<file path="src/rtl/freq_set_pkg.sv">
// Shared definitions for the frequency-setting keypad controller.
//   - state_e  : controller FSM states
//   - key_e    : identifiers of the three keys (up, down, step)
//   - STEP_*   : step_sel encodings
//   - STEP*_VAL: increment sizes selected by step_sel, at 10 bits so sums never wrap
//   - FMAX     : largest frequency code
package freq_set_pkg;

    typedef enum logic [2:0] {
        ST_IDLE     = 3'd0,
        ST_DEBOUNCE = 3'd1,
        ST_HELD     = 3'd2,
        ST_REPEAT   = 3'd3,
        ST_RELEASE  = 3'd4
    } state_e;

    typedef enum logic [1:0] {
        KEY_UP   = 2'd0,
        KEY_DN   = 2'd1,
        KEY_STEP = 2'd2
    } key_e;

    localparam logic [1:0] STEP_1   = 2'd0;
    localparam logic [1:0] STEP_10  = 2'd1;
    localparam logic [1:0] STEP_100 = 2'd2;

    localparam logic [9:0] STEP1_VAL   = 10'd1;
    localparam logic [9:0] STEP10_VAL  = 10'd10;
    localparam logic [9:0] STEP100_VAL = 10'd100;

    localparam int FMAX = 511;

    // Increment size for a step_sel code; the unused code 3 falls back to 1.
    function automatic logic [9:0] step_val(input logic [1:0] sel);
        case (sel)
            STEP_10:  step_val = STEP10_VAL;
            STEP_100: step_val = STEP100_VAL;
            default:  step_val = STEP1_VAL;
        endcase
    endfunction

    // Step selection cycles 1 -> 10 -> 100 -> 1.
    function automatic logic [1:0] step_next(input logic [1:0] sel);
        case (sel)
            STEP_1:  step_next = STEP_10;
            STEP_10: step_next = STEP_100;
            default: step_next = STEP_1;
        endcase
    endfunction

endpackage

</file>
<file path="src/rtl/key_sync.sv">
// Two-flop synchronizer for one asynchronous active-low key.
// Ports:
//   clk    - system clock
//   rst_n  - synchronous active-low reset; both flops reset to 1 (key released)
//   key_n  - raw asynchronous key input, active low
//   key_s  - synchronized key, active low, two cycles behind key_n
module key_sync (
    input  logic clk,
    input  logic rst_n,
    input  logic key_n,
    output logic key_s
);

    logic meta;

    always_ff @(posedge clk) begin
        if (!rst_n) begin
            meta  <= 1'b1;
            key_s <= 1'b1;
        end else begin
            meta  <= key_n;
            key_s <= meta;
        end
    end

endmodule

</file>
<file path="src/rtl/freq_set_ctrl.sv">
// Keypad controller that sets a 9-bit frequency code with up/down/step keys.
// Each key is synchronized, debounced, and (for up/down) auto-repeats when held.
// Ports:
//   clk        - system clock, all logic on rising edge
//   rst_n      - synchronous active-low reset
//   key_up_n   - increment key, asynchronous, active low
//   key_dn_n   - decrement key, asynchronous, active low
//   key_step_n - step-select key, asynchronous, active low
//   freq       - registered frequency code 0..511
//   step_sel   - current step: 0 = 1, 1 = 10, 2 = 100
//   freq_vld   - one-cycle strobe, high exactly in the cycle freq shows a new,
//                different value; it has no ready, so consumers must capture
//                freq whenever the strobe is high
// The FSM state is held in the internal signal 'state' (type state_e).
module freq_set_ctrl
    import freq_set_pkg::*;
#(
    parameter int DEB_CYCLES    = 500000,
    parameter int HOLD_CYCLES   = 25000000,
    parameter int REPEAT_CYCLES = 5000000,
    parameter int FRESET        = 100
) (
    input  logic       clk,
    input  logic       rst_n,
    input  logic       key_up_n,
    input  logic       key_dn_n,
    input  logic       key_step_n,
    output logic [8:0] freq,
    output logic [1:0] step_sel,
    output logic       freq_vld
);

    // One counter serves all timed states, so size it for the longest interval.
    localparam int CMAX_A = (DEB_CYCLES > HOLD_CYCLES) ? DEB_CYCLES : HOLD_CYCLES;
    localparam int CMAX   = (CMAX_A > REPEAT_CYCLES) ? CMAX_A : REPEAT_CYCLES;
    localparam int CW     = (CMAX > 1) ? $clog2(CMAX) : 1;

    localparam logic [CW-1:0] DEB_LAST  = CW'(DEB_CYCLES - 1);
    localparam logic [CW-1:0] HOLD_LAST = CW'(HOLD_CYCLES - 1);
    localparam logic [CW-1:0] REP_LAST  = CW'(REPEAT_CYCLES - 1);
    localparam logic [8:0]    FRESET9   = 9'(FRESET);
    localparam logic [9:0]    FMAX10    = 10'(FMAX);

    logic up_s, dn_s, step_s;

    key_sync u_sync_up   (.clk(clk), .rst_n(rst_n), .key_n(key_up_n),   .key_s(up_s));
    key_sync u_sync_dn   (.clk(clk), .rst_n(rst_n), .key_n(key_dn_n),   .key_s(dn_s));
    key_sync u_sync_step (.clk(clk), .rst_n(rst_n), .key_n(key_step_n), .key_s(step_s));

    state_e        state;
    key_e          key_id;
    logic [CW-1:0] cnt;

    logic [2:0] keys_low;
    logic       one_low;
    logic       any_low;
    key_e       low_id;
    logic       held_low;
    logic       fire;
    logic [9:0] sum;
    logic signed [10:0] diff;
    logic [8:0] up_val;
    logic [8:0] dn_val;
    logic [8:0] act_freq;

    assign keys_low = {~step_s, ~dn_s, ~up_s};
    assign any_low  = |keys_low;

    // Identify a single pressed key; simultaneous presses are not a valid start.
    always_comb begin
        one_low = 1'b1;
        low_id  = KEY_UP;
        case (keys_low)
            3'b001:  low_id = KEY_UP;
            3'b010:  low_id = KEY_DN;
            3'b100:  low_id = KEY_STEP;
            default: one_low = 1'b0;
        endcase
    end

    // Only the latched key matters once a press is in progress.
    always_comb begin
        case (key_id)
            KEY_UP:   held_low = keys_low[0];
            KEY_DN:   held_low = keys_low[1];
            KEY_STEP: held_low = keys_low[2];
            default:  held_low = 1'b0;
        endcase
    end

    // Saturating arithmetic: the sum is one bit wider and the difference is
    // signed, so neither can wrap before the clamp.
    always_comb begin
        sum      = {1'b0, freq} + step_val(step_sel);
        diff     = $signed({2'b00, freq}) - $signed({1'b0, step_val(step_sel)});
        up_val   = (sum > FMAX10) ? FMAX10[8:0] : sum[8:0];
        dn_val   = (diff < 0) ? 9'd0 : diff[8:0];
        act_freq = (key_id == KEY_UP) ? up_val : dn_val;
    end

    // An action happens on the cycle the counter shows the last value of a
    // timed interval with the key still down; the step key never repeats.
    always_comb begin
        fire = 1'b0;
        if (held_low) begin
            case (state)
                ST_DEBOUNCE: fire = (cnt == DEB_LAST);
                ST_HELD:     fire = (key_id != KEY_STEP) && (cnt == HOLD_LAST);
                ST_REPEAT:   fire = (cnt == REP_LAST);
                default:     fire = 1'b0;
            endcase
        end
    end

    always_ff @(posedge clk) begin
        if (!rst_n) begin
            state    <= ST_IDLE;
            key_id   <= KEY_UP;
            cnt      <= '0;
            freq     <= FRESET9;
            step_sel <= STEP_1;
            freq_vld <= 1'b0;
        end else begin
            freq_vld <= 1'b0;
            if (fire) begin
                if (key_id == KEY_STEP) begin
                    step_sel <= step_next(step_sel);
                end else begin
                    freq     <= act_freq;
                    freq_vld <= (act_freq != freq);
                end
            end

            case (state)
                ST_IDLE: begin
                    if (one_low) begin
                        key_id <= low_id;
                        cnt    <= '0;
                        state  <= ST_DEBOUNCE;
                    end
                end
                ST_DEBOUNCE: begin
                    if (!held_low) begin
                        state <= ST_IDLE;
                    end else if (cnt == DEB_LAST) begin
                        cnt   <= '0;
                        state <= ST_HELD;
                    end else begin
                        cnt <= cnt + 1'b1;
                    end
                end
                ST_HELD: begin
                    if (!held_low) begin
                        cnt   <= '0;
                        state <= ST_RELEASE;
                    end else if (key_id == KEY_STEP) begin
                        cnt <= cnt;
                    end else if (cnt == HOLD_LAST) begin
                        cnt   <= '0;
                        state <= ST_REPEAT;
                    end else begin
                        cnt <= cnt + 1'b1;
                    end
                end
                ST_REPEAT: begin
                    if (!held_low) begin
                        cnt   <= '0;
                        state <= ST_RELEASE;
                    end else if (cnt == REP_LAST) begin
                        cnt <= '0;
                    end else begin
                        cnt <= cnt + 1'b1;
                    end
                end
                ST_RELEASE: begin
                    // Wait for all keys quiet so release bounce is not a new press.
                    if (any_low) begin
                        cnt <= '0;
                    end else if (cnt == DEB_LAST) begin
                        cnt   <= '0;
                        state <= ST_IDLE;
                    end else begin
                        cnt <= cnt + 1'b1;
                    end
                end
                default: begin
                    cnt   <= '0;
                    state <= ST_IDLE;
                end
            endcase
        end
    end

endmodule

</file>
<file path="config.mk">
export PLATFORM = sky130hd
export DESIGN_NAME = freq_set_ctrl
export DESIGN_NICKNAME = d
export VERILOG_FILES = /design/src/rtl/freq_set_pkg.sv /design/src/rtl/key_sync.sv /design/src/rtl/freq_set_ctrl.sv
export SDC_FILE = /design/constraint.sdc
export NUM_CORES = 1
export LEC_CHECK = 0
export CORE_UTILIZATION = 30
export DETAILED_ROUTE_END_ITERATION = 12
export PLACE_DENSITY = 0.5
export SLEW_MARGIN = 15
export SYNTH_ARGS = -nofsm -noshare
export SYNTH_HDL_FRONTEND = slang
export SYNTH_SLANG_ARGS = --single-unit
</file>
<file path="constraint.sdc">
create_clock -name clk -period 7.65 [get_ports clk]
set_input_delay 2.295 -clock clk [delete_from_list [all_inputs] [get_ports clk]]
set_output_delay 2.295 -clock clk [all_outputs]
set_load 0.03 [all_outputs]
</file>
==> reports/qor_table.md, run 1 <==
| Metric | Value |
| --- | --- |
| Clock transition at the registers of the reported paths | 0.07 ns |
| Final worst slack | 3.740 ns |
| Initial DRC count | 226 |
| WL/cell | 15.49 microns |
| Remaining DRCs | 0 |
| Die width | 110.0 microns |
| Placed wire-length estimate | 6866 microns |
| End of the worst hold path | u_sync_dn.key_s |
| GPL Wtd Cong | 0.8738 |
| Number of vias per cell after detailed routing | 5.487 |
| Origin of the critical flop-to-flop path | step_sel[0] |
| Global-route wire length before repair | 15,530 microns |
| Top_reg_cell synth | dfxtp_1 |
| GRT Overall Usage | 16.23% |
| Yosys warnings | 0 |
| Worst Hold Slack | 0.4023 ns |
| Resized cells post-CTS | 0 |
| Number of antenna cells inserted | 0 |
| Area enclosed by the die boundary | 12,100 sq um |
| Fill cell total of the finished layout | 1,183 |
| Final net count | 475 |
| Antenna Violating Nets Remaining | 0 |
| Fin Setup TNS | 0 ns |
| Worst path cell trace | clkdlybuf4s50_1 |
| IO Port Bufs | 16 |
| Core Box Area | 11,370 sq um |
| Kind of end point of the critical path | primary output |
| Synthesized netlist cell count | 450 |
| Post-detailed-routing wire length | 9231 microns |
| Area taken by multi-input logic gates | 2333 sq um |
| Crit path arrival time | 1.62 ns |
| Top cells by area, synth | dfxtp_1 27%, nor2_1 6.4%, ha_1 5.7% |
| Number of max-cap violations | 0 |
| Count of clock tree sinks | 48 |
| Unrepaired setup endpoints after global routing | false |
| Leading area contributor after synthesis | dfxtp_1 |
| Crit Path Class | register to primary output |
| F_max | 255.7 MHz |
| Final min period | 3.910 ns |
| Final core area utilization | 34.31% |
| Most instantiated library cell after synthesis | nor2_1 |
| Status | complete, no violations |
| Cell area after synthesis | 3498 sq um |
| Number of cells traversed by the worst register-to-register path | 12 |
| HP Start | u_sync_dn.meta |
| Maximum number of pins on one net before global-route repair | 20 |
| Initial antenna violation count | 0 |
| Die H | 110.0 microns |
| Signed area change from the synthesized netlist to the final layout | 11.52% |
| Pins Over Slew Limit | 0 |
| Register Area | 960.9 sq um |
| Area share of the leading cell type in the synthesized netlist | 27.47% |
| Final count of hold timing violations | 0 |
| Std-Cell Rows | 39 |
| Path category of the worst min-delay check | register to register |
| Initial Util | 30.77% |
| Cell type of the slowest stage on the worst timing path | clkdlybuf4s50_1 |
| Unique cell type count in the Yosys netlist | 69 |
| Post-synthesis sequential area ratio | 27.47% |
| Worst reg2reg endpoint | freq_vld |
| Placement-stage worst setup slack | 3.474 ns |
| Syn_area_per_cell | 7.774 sq um |
| CTS tree | done |
| Buffer cell driving the clock tree root | clkbuf_16 |
| Worst setup slack for register-to-register paths | 3.92 ns |
| Power, Total | 0.0005295 W |
| Setup crit start kind | register |
| Cell types with the highest counts after synthesis | 60 x nor2_1, 48 x dfxtp_1, 27 x inv_1 |
| Worst skew pair latency | 0.29 ns |
| First-pass detailed-route iteration total | 5 |
| Buffer count from post-CTS setup fixing | 0 |
| Slew at the pin with the worst max-slew slack | 0.9735 ns |
| Leakage | 1.297 nW |
| Number of enable-type register cells in the synthesized netlist | 0 |
| Total clock buffers created by CTS | 5 |
| Period Utilization, post-route | 51.12% |
| Buffers from clock root to sink, at most | 2 |
| Number of register bits inferred by synthesis | 48 |
| Worst clock skew | 0.004141 ns |
| Critical path buffers and inverters | 1 |
| Setup-violating endpoint count in the final report | 0 |
| Share of layout cells above drive strength 1 | 5.960% |
| Hold Crit Depth | 1 |
| Peak supply drop | 0.09141 mV |
| Critical Path Max Stage Delay | 0.76 ns |
| CTS Hold Bufs | 0 |
| Number of placed I/O pins | 17 |
| Synth Net Count | 473 |
| Remaining global-route overflow | 0 |
| Worst slew margin relative to its limit | 34.81% |
| Via count | 3,270 |
| Power density over the cells | 135.7 nW/um^2 |
| H-tree depth | 2 |
| Data required time at the worst endpoint | 5.36 ns |
| Critical path peak fanout | 11 |
| Worst path top cell family by delay | buffers and inverters |
| Via count of the first global-routing pass | 3,035 |
| Share of synthesized registers carrying an async set or reset | 0% |
## per-layer routing
metal,global-route usage (%),share of wire [%]
met3,1.940,3.5
met1,23.43,50
met5,0,0
met2,25.40,45
met4,4.095,0.99
## flip-flops by register name, summed over array words and instances (netlist names)
signal,cells
freq,9
cnt,25
u_sync_step.meta,1
step_sel,2
state,3
u_sync_step.key_s,1
u_sync_up.key_s,1
key_id,2
freq_vld,1
u_sync_dn.meta,1
u_sync_dn.key_s,1
u_sync_up.meta,1
## cells in the final DEF (no fill, tap or decap), drive strengths merged, types with 3 or more instances in the layout
master / synthesis / layout
a211oi: 12 / 12
a21o: 5 / 5
a21oi: 26 / 26
a221o: 3 / 3
a311o: 3 / 3
a31oi: 7 / 7
a32o: 3 / 3
and3: 7 / 7
clkbuf: 18 / 5
clkdlybuf4s50: 0 / 16
dfxtp: 48 / 48
ha: 16 / 16
inv: 28 / 29
mux2i: 7 / 7
nand2: 26 / 26
nand2b: 13 / 13
nand3: 17 / 17
nand4: 9 / 9
nor2: 62 / 62
nor2b: 3 / 3
nor3: 18 / 18
nor4: 10 / 10
o2111ai: 3 / 3
o211ai: 4 / 4
o21a: 5 / 5
o21ai: 17 / 17
or3: 5 / 5
or4: 6 / 6
xnor2: 19 / 19
xor2: 4 / 4
## where the power goes
group | switching (W) | total, W | internal [W]
clock network | 0.000100 | 0.000223 | 0.000122
logic | 0.0000309 | 0.0000485 | 0.0000176
registers | 0.00000485 | 0.000258 | 0.000253
total | 0.000136 | 0.000529 | 0.000393
## through the flow
| stage | cells | area [sq um] |
|---|---|---|
| 2_1_floorplan | 450 | 3498 |
| 4_1_cts | 596 | 3901 |
| 3_5_place_dp | 588 | 3754 |
| 6_report | 596 | 3901 |
| 5_1_grt | 596 | 3901 |
| 3_3_place_gp | 588 | 3754 |
## cell families after synthesis
| group | after synthesis | share of synthesized area [%] |
|---|---|---|
| AND/OR/NAND/NOR | 188 | 27.68 |
| AO/OA/AOI/OAI | 114 | 24.07 |
| buffers and inverters | 51 | 5.830 |
| flip-flops | 48 | 27.47 |
| XOR/XNOR | 23 | 5.758 |
| adder cells (fa/ha/maj) | 18 | 6.867 |
| multiplexers | 8 | 2.325 |
## cell type report
class	count	share of cell area [%]
timing repair buffer	18	4.490
inverter	28	2.694
clock inverter	3	0.5773
tap	143	4.586
sequential	48	24.63
clock buffer	5	3.207
multi-input combinational	351	59.81
## how the worst max path moves through the flow
stage                        from       to  slack [ns]  cells past startpoint
after floorplan             rst_n   cnt[3]        4.35                      4
after global placement      rst_n   cnt[2]        3.57                      5
after detailed placement    rst_n   cnt[2]        3.47                      5
after CTS                 freq[4]  freq[4]        3.73                      1
after global routing        rst_n   cnt[3]        3.57                      5
final                     freq[4]  freq[4]        3.74                      1
(Power assumes the default switching activity.)
==> run 2, diff against run 1 <==
==> constraint.sdc (replaced) <==
create_clock -name clk -period 3.7 [get_ports clk]
set_input_delay 1.11 -clock clk [delete_from_list [all_inputs] [get_ports clk]]
set_output_delay 1.11 -clock clk [all_outputs]
set_load 0.03 [all_outputs]
==> run 2 against run 1 <==
Non-clock buffer count up 2; sequential power up 110%; flip-flop and latch count unchanged; wire length up 2.1%; clock skew is 0.0031 ns higher; cell area is 0.29% higher; sequential share of layout area decreased by 0.071 points.
==> reports/qor_table.md, run 2 (synthesis gave the netlist of run 1 again) <==
| Metric | Value | Delta |
| --- | --- | --- |
| Status | complete, no violations |  |
| Critical path peak fanout | 14 | +3 |
| Fraction of met1 tracks used by global routing | 22.58% | -0.86 points |
| Met2 routing resource usage after global routing | 27.01% | +1.6 points |
| Share of layout cells above drive strength 1 | 6.374% | +0.41 points |
| Pins Over Slew Limit | 0 | unchanged |
| Initial Util | 30.77% | unchanged |
| End of the worst hold path | u_sync_dn.key_s |  |
| Kind of end point of the critical path | register |  |
| Final min period | 3.365 ns |  |
| Global-route wire length before repair | 15,530 microns | about the same |
| Worst clock skew | 0.007219 ns | +0.003077 ns |
| Peak supply drop | 0.1685 mV | +84% |
| Post-detailed-routing wire length | 9429 microns | +2.1% |
| Setup crit start kind | register |  |
| Worst Hold Slack | 0.4039 ns | +0.001578 ns |
| Via count | 3,324 | +1.7% |
| Number of cells traversed by the worst register-to-register path | 11 | -1 |
| Leakage | 1.305 nW | +0.64% |
| Setup-violating endpoint count in the final report | 0 | unchanged |
| Origin of the critical flop-to-flop path | step_sel[0] |  |
| Std-Cell Rows | 39 | unchanged |
| Most flop-heavy register | cnt |  |
| Initial antenna violation count | 0 | unchanged |
| Crit Path Class | register to register |  |
| Placed wire-length estimate | 7100 microns | +3.4% |
| Met3 routing resource usage after global routing | 2.116% | +0.18 points |
| Power density over the cells | 276.8 nW/um^2 | +100% |
| Final count of hold timing violations | 0 | unchanged |
| Period Utilization, post-route | 90.96% |  |
| Registers with the most flip-flops | cnt (25), freq (9), state (3) |  |
| Final net count | 477 | +0.42% |
| Largest register FFs | 25 | unchanged |
| Signed area change from the synthesized netlist to the final layout | 11.84% |  |
| Unrepaired setup endpoints after global routing | false |  |
| Worst reg2reg endpoint | freq_vld |  |
| Via count of the first global-routing pass | 3,040 | +0.16% |
| Worst setup slack for register-to-register paths | 0.33 ns | -3.59 ns |
| Number of max-cap violations | 0 | unchanged |
| Buffer count from post-CTS setup fixing | 0 | unchanged |
| Path category of the worst min-delay check | register to register |  |
| Worst slew margin relative to its limit | 44.89% | +10 points |
| WL/cell | 15.77 microns | +1.8% |
| F_max | 297.1 MHz |  |
| Maximum number of pins on one net before global-route repair | 20 | unchanged |
| Die H | 110.0 microns | unchanged |
| Placement-stage worst setup slack | 0.4119 ns | -3.062 ns |
| Worst skew pair latency | 0.29 ns | about the same |
| H-tree depth | 2 | unchanged |
| Commonest non-fill, non-tap cell in the layout | nor2_1 |  |
| Number of antenna cells inserted | 0 | unchanged |
| GRT Overall Usage | 16.44% | +0.21 points |
| CTS Hold Bufs | 0 | unchanged |
| Count of clock tree sinks | 48 | unchanged |
| Resized cells post-CTS | 0 | unchanged |
| Slew at the pin with the worst max-slew slack | 0.8163 ns | -0.1572 ns |
| Number of placed I/O pins | 17 | unchanged |
| Post-placement cell count | 590 | +0.34% |
| Remaining DRCs | 0 | unchanged |
| Layout Cells excl Fill | 598 | +0.34% |
| Area enclosed by the die boundary | 12,100 sq um | unchanged |
| HP Start | u_sync_dn.meta |  |
| Crit path arrival time | 3.53 ns | +1.91 ns |
| IO Port Bufs | 16 | unchanged |
| Remaining global-route overflow | 0 | unchanged |
| Buffer cell driving the clock tree root | clkbuf_16 |  |
| Clock transition at the registers of the reported paths | 0.07 ns | about the same |
| Die width | 110.0 microns | unchanged |
| Data required time at the worst endpoint | 3.86 ns | -1.50 ns |
| CTS tree | done |  |
| Final worst slack | 0.3345 ns | -3.405 ns |
| Total clock buffers created by CTS | 5 | unchanged |
| Buffers from clock root to sink, at most | 2 | unchanged |
| Busiest layer in global routing | met2 |  |
| Initial DRC count | 201 | -11% |
| Fin Setup TNS | 0 ns | unchanged |
| Number of vias per cell after detailed routing | 5.559 | +1.3% |
| First-pass detailed-route iteration total | 5 | unchanged |
| Core Box Area | 11,370 sq um | unchanged |
| Commonest cells after routing, fill and taps aside | 60 x nor2_1, 48 x dfxtp_1, 27 x inv_1 |  |
| Hold Crit Depth | 1 | unchanged |
| GPL Wtd Cong | 0.8866 | +1.5% |
| Antenna Violating Nets Remaining | 0 | unchanged |
[run 2: cell types whose count changed in the layout (fill, tap and decap cells not counted), sizes merged]
cell	delta
clkinv	+1
buf	+2
inv	-1
[run 2: layout make-up]
cell class	count	area [sq um]
Clock buffer	5	125.1
Clock inverter	3	18.77
Fill cell	1199	7457
Inverter	28	105.1
Multi-Input combinational cell	351	2333
Sequential cell	48	960.9
Tap cell	143	178.9
Timing Repair Buffer	20	190.2
[run 2: layer usage]
| layer | part of all wire (%) | routed length (microns) |
|---|---|---|
| met1 | 49 | 4650 |
| met2 | 46 | 4342 |
| met3 | 3.5 | 332 |
| met4 | 1.1 | 104 |
| met5 | 0 | 0 |
[run 2: how the worst max path moves through the flow]
stage                 from  cells after the start       end  slack (ns)
2_1_floorplan  step_sel[1]                     11  freq_vld        0.65
3_3_place_gp   step_sel[0]                     11  freq_vld        0.58
3_5_place_dp   step_sel[0]                     11  freq_vld        0.41
4_1_cts        step_sel[1]                     10  freq_vld        0.37
5_1_grt        step_sel[1]                     10  freq_vld        0.01
6_report       step_sel[0]                     11  freq_vld        0.33
[run 2: where the power goes]
group          switching (W)  internal, W
registers          0.0000106     0.000524
clock network       0.000197     0.000249
logic              0.0000648    0.0000372
total               0.000273     0.000810
[run 2: critical path, stage by stage (launching register included)]
cell and delay (ns):
dfxtp_1 0.33, inv_1 0.09, ha_1 0.25, inv_1 0.11, ha_1 0.55, nand4b_1 0.18, a31oi_1 0.21, a211oi_2 0.59
a2111oi_0 0.21, a221o_1 0.31, nor4_1 0.29, a31oi_1 0.12
[run 2: through the flow]
stage,util [%],area [sq um],total power (W)
finish,34.41,3913,0.001083
global route,34.41,3913,0.001134
floorplan,-,3498,0.0006212
CTS,34.41,3913,0.001100
detailed placement,33.15,3769,0.0006475
global placement,33.15,3769,0.0006481
